--- src/rtl/uart_tx_arbiter.sv ---
// uart_tx_arbiter: shares one buffered UART transmitter among up to four
// byte producers. Arbitration is round-robin and per message. A granted
// requester keeps the transmitter until it sends a byte flagged last, or
// until the length guard forces release. The LOCKED data path is a pure
// combinational pass-through, so no byte is ever held inside this block.
module uart_tx_arbiter #(
  parameter int NREQ    = 4,
  parameter int MAX_LEN = 16
) (
  input  logic              clk,
  input  logic              reset,
  input  logic [NREQ*8-1:0] req_data,
  input  logic [NREQ-1:0]   req_valid,
  input  logic [NREQ-1:0]   req_last,
  output logic [NREQ-1:0]   req_ready,
  output logic [7:0]        out_data,
  output logic              out_valid,
  input  logic              out_ready,
  output logic [1:0]        grant_id,
  output logic              busy
);

  typedef enum logic [0:0] {
    ST_IDLE   = 1'b0,
    ST_LOCKED = 1'b1
  } state_t;

  // Beat count at which the current beat is the last one allowed in a grant.
  localparam logic [7:0] LEN_LIMIT = 8'(MAX_LEN - 1);
  localparam logic [1:0] LAST_IDX  = 2'(NREQ - 1);

  state_t     state_r, state_s;
  logic [1:0] ptr_r, ptr_s;
  logic [1:0] grant_r, grant_s;
  logic [7:0] beat_cnt_r, beat_cnt_s;

  logic       locked_s;
  logic       sel_valid_s;
  logic       sel_last_s;
  logic [7:0] sel_data_s;
  logic [1:0] win_idx_s;
  logic [2:0] win_dist_s;
  logic       beat_s;

  assign locked_s = (state_r == ST_LOCKED);

  // Select the granted requester's byte, valid and last flag.
  always_comb begin
    sel_valid_s = 1'b0;
    sel_last_s  = 1'b0;
    sel_data_s  = 8'h00;
    for (int i = 0; i < NREQ; i++) begin
      sel_valid_s = sel_valid_s | (req_valid[i] & (grant_r == 2'(i)));
      sel_last_s  = sel_last_s  | (req_last[i]  & (grant_r == 2'(i)));
      sel_data_s  = sel_data_s  | (req_data[8*i +: 8] & {8{grant_r == 2'(i)}});
    end
  end

  // Round-robin pick: the valid requester closest to ptr, counting upward
  // modulo NREQ.
  always_comb begin
    int dist_v;
    logic take_v;
    win_idx_s  = 2'd0;
    win_dist_s = 3'(NREQ);
    dist_v     = 0;
    take_v     = 1'b0;
    for (int i = 0; i < NREQ; i++) begin
      dist_v     = i - int'(ptr_r);
      dist_v     = (dist_v < 0) ? dist_v + NREQ : dist_v;
      take_v     = req_valid[i] & (3'(dist_v) < win_dist_s);
      win_idx_s  = take_v ? 2'(i) : win_idx_s;
      win_dist_s = take_v ? 3'(dist_v) : win_dist_s;
    end
  end

  // Drive the transmitter channel and the ready lines back to the producers.
  always_comb begin
    out_valid = locked_s & sel_valid_s;
    out_data  = locked_s ? sel_data_s : 8'h00;
    busy      = locked_s;
    grant_id  = grant_r;
    for (int i = 0; i < NREQ; i++) begin
      req_ready[i] = locked_s & out_ready & (grant_r == 2'(i));
    end
  end

  assign beat_s = out_valid & out_ready;

  // Compute the next arbitration state, grant, pointer and beat count.
  always_comb begin
    state_s    = state_r;
    ptr_s      = ptr_r;
    grant_s    = grant_r;
    beat_cnt_s = beat_cnt_r;
    case (state_r)
      ST_IDLE: begin
        if (|req_valid) begin
          state_s    = ST_LOCKED;
          grant_s    = win_idx_s;
          beat_cnt_s = 8'd0;
        end else begin
          state_s = ST_IDLE;
        end
      end
      ST_LOCKED: begin
        if (beat_s) begin
          beat_cnt_s = beat_cnt_r + 8'd1;
          if (sel_last_s || (beat_cnt_r == LEN_LIMIT)) begin
            state_s = ST_IDLE;
            ptr_s   = (grant_r == LAST_IDX) ? 2'd0 : grant_r + 2'd1;
          end else begin
            state_s = ST_LOCKED;
          end
        end else begin
          state_s = ST_LOCKED;
        end
      end
      default: begin
        state_s    = ST_IDLE;
        ptr_s      = 2'd0;
        grant_s    = 2'd0;
        beat_cnt_s = 8'd0;
      end
    endcase
  end

  // State registers; reset abandons any message in flight.
  always_ff @(posedge clk) begin
    if (reset) begin
      state_r    <= ST_IDLE;
      ptr_r      <= 2'd0;
      grant_r    <= 2'd0;
      beat_cnt_r <= 8'd0;
    end else begin
      state_r    <= state_s;
      ptr_r      <= ptr_s;
      grant_r    <= grant_s;
      beat_cnt_r <= beat_cnt_s;
    end
  end

endmodule

--- config.mk ---
export PLATFORM = sky130hd
export DESIGN_NAME = uart_tx_arbiter
export DESIGN_NICKNAME = d
export VERILOG_FILES = /design/src/rtl/uart_tx_arbiter.sv
export SDC_FILE = /design/constraint.sdc
export NUM_CORES = 1
export LEC_CHECK = 0
export CAP_MARGIN = 40
export CORE_ASPECT_RATIO = 0.5
export CORE_MARGIN = 5
export CORE_UTILIZATION = 35
export DETAILED_ROUTE_END_ITERATION = 7
export PLACE_DENSITY = 0.76
export SKIP_CTS_REPAIR_TIMING = 1
export SKIP_LAST_GASP = 1
export SLEW_MARGIN = 20
export SYNTH_ARGS = -nofsm -noshare
export SYNTH_HDL_FRONTEND = slang
export SYNTH_SLANG_ARGS = --single-unit
--- constraint.sdc ---
create_clock -name clk -period 2.63 [get_ports clk]
set_input_delay 0.6575 -clock clk [delete_from_list [all_inputs] [get_ports clk]]
set_output_delay 0.6575 -clock clk [all_outputs]
set_load 0.02 [all_outputs]
==> results.txt <==
The net total in the final layout was 264. The run gives 3 as the total CTS buffers. The final reports fail on negative setup slack. The logs give 1359 for the vias after detailed routing and 3000 sq um for the area of the core.

Routability-driven placement finished with a final weighted congestion of 0.868. TritonCTS built the clock tree. The number of placed instances, taps included, is 246. Among all stages on the critical path, the largest delay is contributed by sky130_fd_sc_hd__ha_1.

The count of endpoints failing hold in the final timing report is 0. The tool flagged a number of max-cap violations equal to 0. The area growth from synthesis to layout is 82.6%. For the overall die area, the log shows 4410 sq um.

The post-route netlist has 18.8% of its cells at a drive strength greater than 1. Clock skew on the completed layout was measured at 1.93 ps. For this run, the register share of the synthesized area comes to 23.8%.

The run gives 1990 sq um as the cell area after layout. Using the TritonRoute via totals, the vias-per-cell ratio works out to 5.37. Counting flops and latches in the post-synthesis netlist gives 13. For this block, the initial DRC count from the detailed router was 67. Leaving out fill and tap cells, the most frequent cells in the layout are sky130_fd_sc_hd__clkdlybuf4s50_1 (43), sky130_fd_sc_hd__buf_4 (22), sky130_fd_sc_hd__a22oi_1 (20). For the estimated wirelength of the detail-placed design, the log shows 3100 um.

The flow ran to the end, but the final reports show violations. H-tree depth: 1. The most critical setup path has its startpoint at req_valid[0]. Cell at the root of the clock tree: sky130_fd_sc_hd__clkbuf_8.

The run gives 184 as the net count of the mapped netlist. For the pin with the worst max-slew slack, the measured transition is 484 ps. The worst min-delay path category is reg2reg. The library cell used most frequently in the layout, excluding fill and tap cells, is sky130_fd_sc_hd__clkdlybuf4s50_1. The per-instance average area after synthesis was 8.15 sq um; the number of inserted diodes was 0. The logs give 262 sq um for the sequential cell area and 0 for the overflow left after global routing. Number of detailed-routing iterations run before antenna repair: 4.

The number of filler cells placed in the layout is 242. For the number of setup violations in the final report, the log shows 1. The clock reaches the later pin of the worst-skew pair after 240 ps.

The largest buffer count on any clock path was 2. Number of placed I/O pins: 59. The start point of the worst hold path was beat_cnt_r[7]$_SDFFE_PP0P_.

Entering global routing, the biggest net connects 17 pins. Category of the worst setup path launch point: an input port. The tools report the placement row count as 14.

The count of nets left with antenna violations once routing finished came out at 0. The run gives 801 sq um as the multi-input combinational cell area. In this run the tightest slew margin relative to its limit is 67.7%. The first global-routing pass estimated 6270 um of wire. The kind of cell with the highest combined delay on the critical path was compound AO/OA/AOI/OAI gates. On the worst path, the slowest cell contributes a delay of 260 ps.

For the number of global-route vias before repair, the log shows 1349. STA puts the critical path data arrival time at 2810 ps. In this run the critical register-to-register path is launched from ptr_r[0]$_SDFFE_PP0P_. After clock tree synthesis, the clock-pin slew on the worst setup and hold paths is 50 ps.

The worst-case setup margin in the final layout is -25.2 ps, and the clock period minus worst slack is 2660 ps. The number of library cell types mapped by synthesis was 37; the standard cell area after detailed placement was 1870 sq um. The die height was 49.5 um. In the final routed layout, each cell accounts on average for 15.4 um. The largest driver fanout on the critical path is 3, and the total wirelength of the detailed-routed design is 3890 um. Walking the worst path, the cells encountered are buf_8, clkinv_4, mux2i_1, a32o_2, inv_2, ha_4, o21a_1, o22ai_1, nand2_1, mux2i_1, ha_1, nor3b_2, nor3_2, o21a_1, a221oi_2. Cell count after synthesis: 134.

The logs give 0 for the number of antenna violations at the first check in global routing and 377 MHz for the highest clock frequency the design can meet. The worst supply voltage drop on vdd was 237 uV. Port buffering added 58 buffers. Data on the critical path is required at its endpoint by 2790 ps.

The total global routing track utilization came out at 18.0%. The critical path in this run is classified as in2reg. Setup repair after global routing could not meet its margin everywhere. Dividing the final minimum period by the clock period gives 101%. The number of max-slew violations in the final report is 0. Measured along the x axis, the die boundary spans 89.0 um. STA classifies the critical path endpoint as a flop. Buffer and inverter count on the worst path: 3. The starting density of the core was 36.5%. The final non-filler cell total came out at 253. For this design the static power due to leakage is 0.948 nW. The number of remaining DRC errors was 0.

The count of synthesis-stage warnings from yosys is 0, and the sink count of the clock tree is 13. Power per unit of standard cell area: 431 nW/um^2. The cell area that synthesis handed to floorplanning was 1090 sq um.
state kept, by name (all words and copies together) (netlist names):
name / count
grant_id: 2
busy: 1
ptr_r: 2
beat_cnt_r: 8
metal layers:
metal  part of all wire, %  track usage [%]  vias up
met3                   3.6             2.83        9
met2                    53             32.6       31
li1                      -                -      673
met1                    42             21.6      646
met4                   2.2             5.94        0
met5                     0                0        -
worst min-delay path: cells and delay by family, from the launching register on:
family          cells  cell delay (ps)
flops               1              320
compound gates      2              120
power breakdown:
group | internal, mW | switching, mW | total [mW]
registers | 0.209 | 0.0219 | 0.231
clock network | 0.107 | 0.0709 | 0.178
logic | 0.244 | 0.207 | 0.450
total | 0.559 | 0.300 | 0.859
cells in the mapped netlist:
cell                             n  share of area, %
sky130_fd_sc_hd__a22oi_2         1               1.1
sky130_fd_sc_hd__mux2i_1         3               2.7
sky130_fd_sc_hd__o22ai_1         2               1.1
sky130_fd_sc_hd__nand2_1         5               1.7
sky130_fd_sc_hd__a311oi_1        1              0.80
sky130_fd_sc_hd__a21o_1          1              0.69
sky130_fd_sc_hd__nand4_1         1              0.57
sky130_fd_sc_hd__a31oi_1         1              0.57
sky130_fd_sc_hd__a21boi_0        9               6.2
sky130_fd_sc_hd__dfxtp_1        13                24
sky130_fd_sc_hd__or2b_1          2               1.4
sky130_fd_sc_hd__o31ai_1         3               2.1
sky130_fd_sc_hd__o21a_1          2               1.4
sky130_fd_sc_hd__nor2b_1         2               1.1
sky130_fd_sc_hd__mux2_2          1               1.0
sky130_fd_sc_hd__dlygate4sd1_1   1              0.80
sky130_fd_sc_hd__inv_1           9               3.1
sky130_fd_sc_hd__nor3_1          3               1.4
sky130_fd_sc_hd__a21oi_1         6               2.7
sky130_fd_sc_hd__xnor2_1         4               3.2
sky130_fd_sc_hd__nor3b_1         2               1.4
sky130_fd_sc_hd__nor2_1          3               1.0
sky130_fd_sc_hd__a221oi_1        1              0.80
sky130_fd_sc_hd__a21o_2          1              0.80
sky130_fd_sc_hd__o2111ai_1       1              0.80
sky130_fd_sc_hd__clkbuf_1        5               1.7
sky130_fd_sc_hd__nand3_1         5               2.3
sky130_fd_sc_hd__o21ai_0         1              0.46
sky130_fd_sc_hd__a32o_1          1              0.92
sky130_fd_sc_hd__a211oi_1        3               2.1
sky130_fd_sc_hd__nand2b_1        5               2.9
sky130_fd_sc_hd__and3_1          4               2.3
sky130_fd_sc_hd__and2_1          1              0.57
sky130_fd_sc_hd__nor4_1          1              0.57
sky130_fd_sc_hd__a22oi_1        20                14
sky130_fd_sc_hd__or4_1           3               2.1
sky130_fd_sc_hd__ha_1            7               8.0
path summary, 6_finish.rpt:
kind                                      to  slack (ps)  cells past startpoint
setup / recovery    grant_id[0]$_SDFFE_PP0P_         -30                     15
hold / removal    beat_cnt_r[7]$_SDFFE_PP0P_         480                      2
setup reg to reg    grant_id[0]$_SDFFE_PP0P_          80                     13
hold reg to reg   beat_cnt_r[7]$_SDFFE_PP0P_         480                      2
kinds of logic (layout without fill, tap and decap cells):
family	after synthesis	after routing	synth area share, %
AOI/OAI and AO/OA	54	54	36.3
xor gates and xnor gates	4	4	3.21
adders and majority gates	7	7	8.02
buffers and inverters	15	94	5.61
DFF	13	13	23.8
muxes	4	4	3.78
and+or+nand+nor	37	37	19.2
per-stage QoR:
stage                     hold slack (ps)  setup WS (ps)  utilization [%]  setup TNS [ps]  total power, mW
after CTS                             490           -472             63.8           -1570            0.858
after global placement                460           -642             62.3           -1720            0.671
after floorplan                       452          -26.6                -           -26.6            0.439
after detailed placement              483           -721             62.3           -1990            0.679
final                                 485          -25.2             66.6           -25.2            0.859
after global routing                  527           -190             66.6            -234            0.917
cell type report:
cell class              count  area share (%)
inverters                   9            1.94
clock buffers               4            2.26
multi-input cells         106            40.2
well taps                  40            2.51
flip-flops and latches     13            13.1
repair buffers             81            40.0
(Power assumes the default switching activity.)
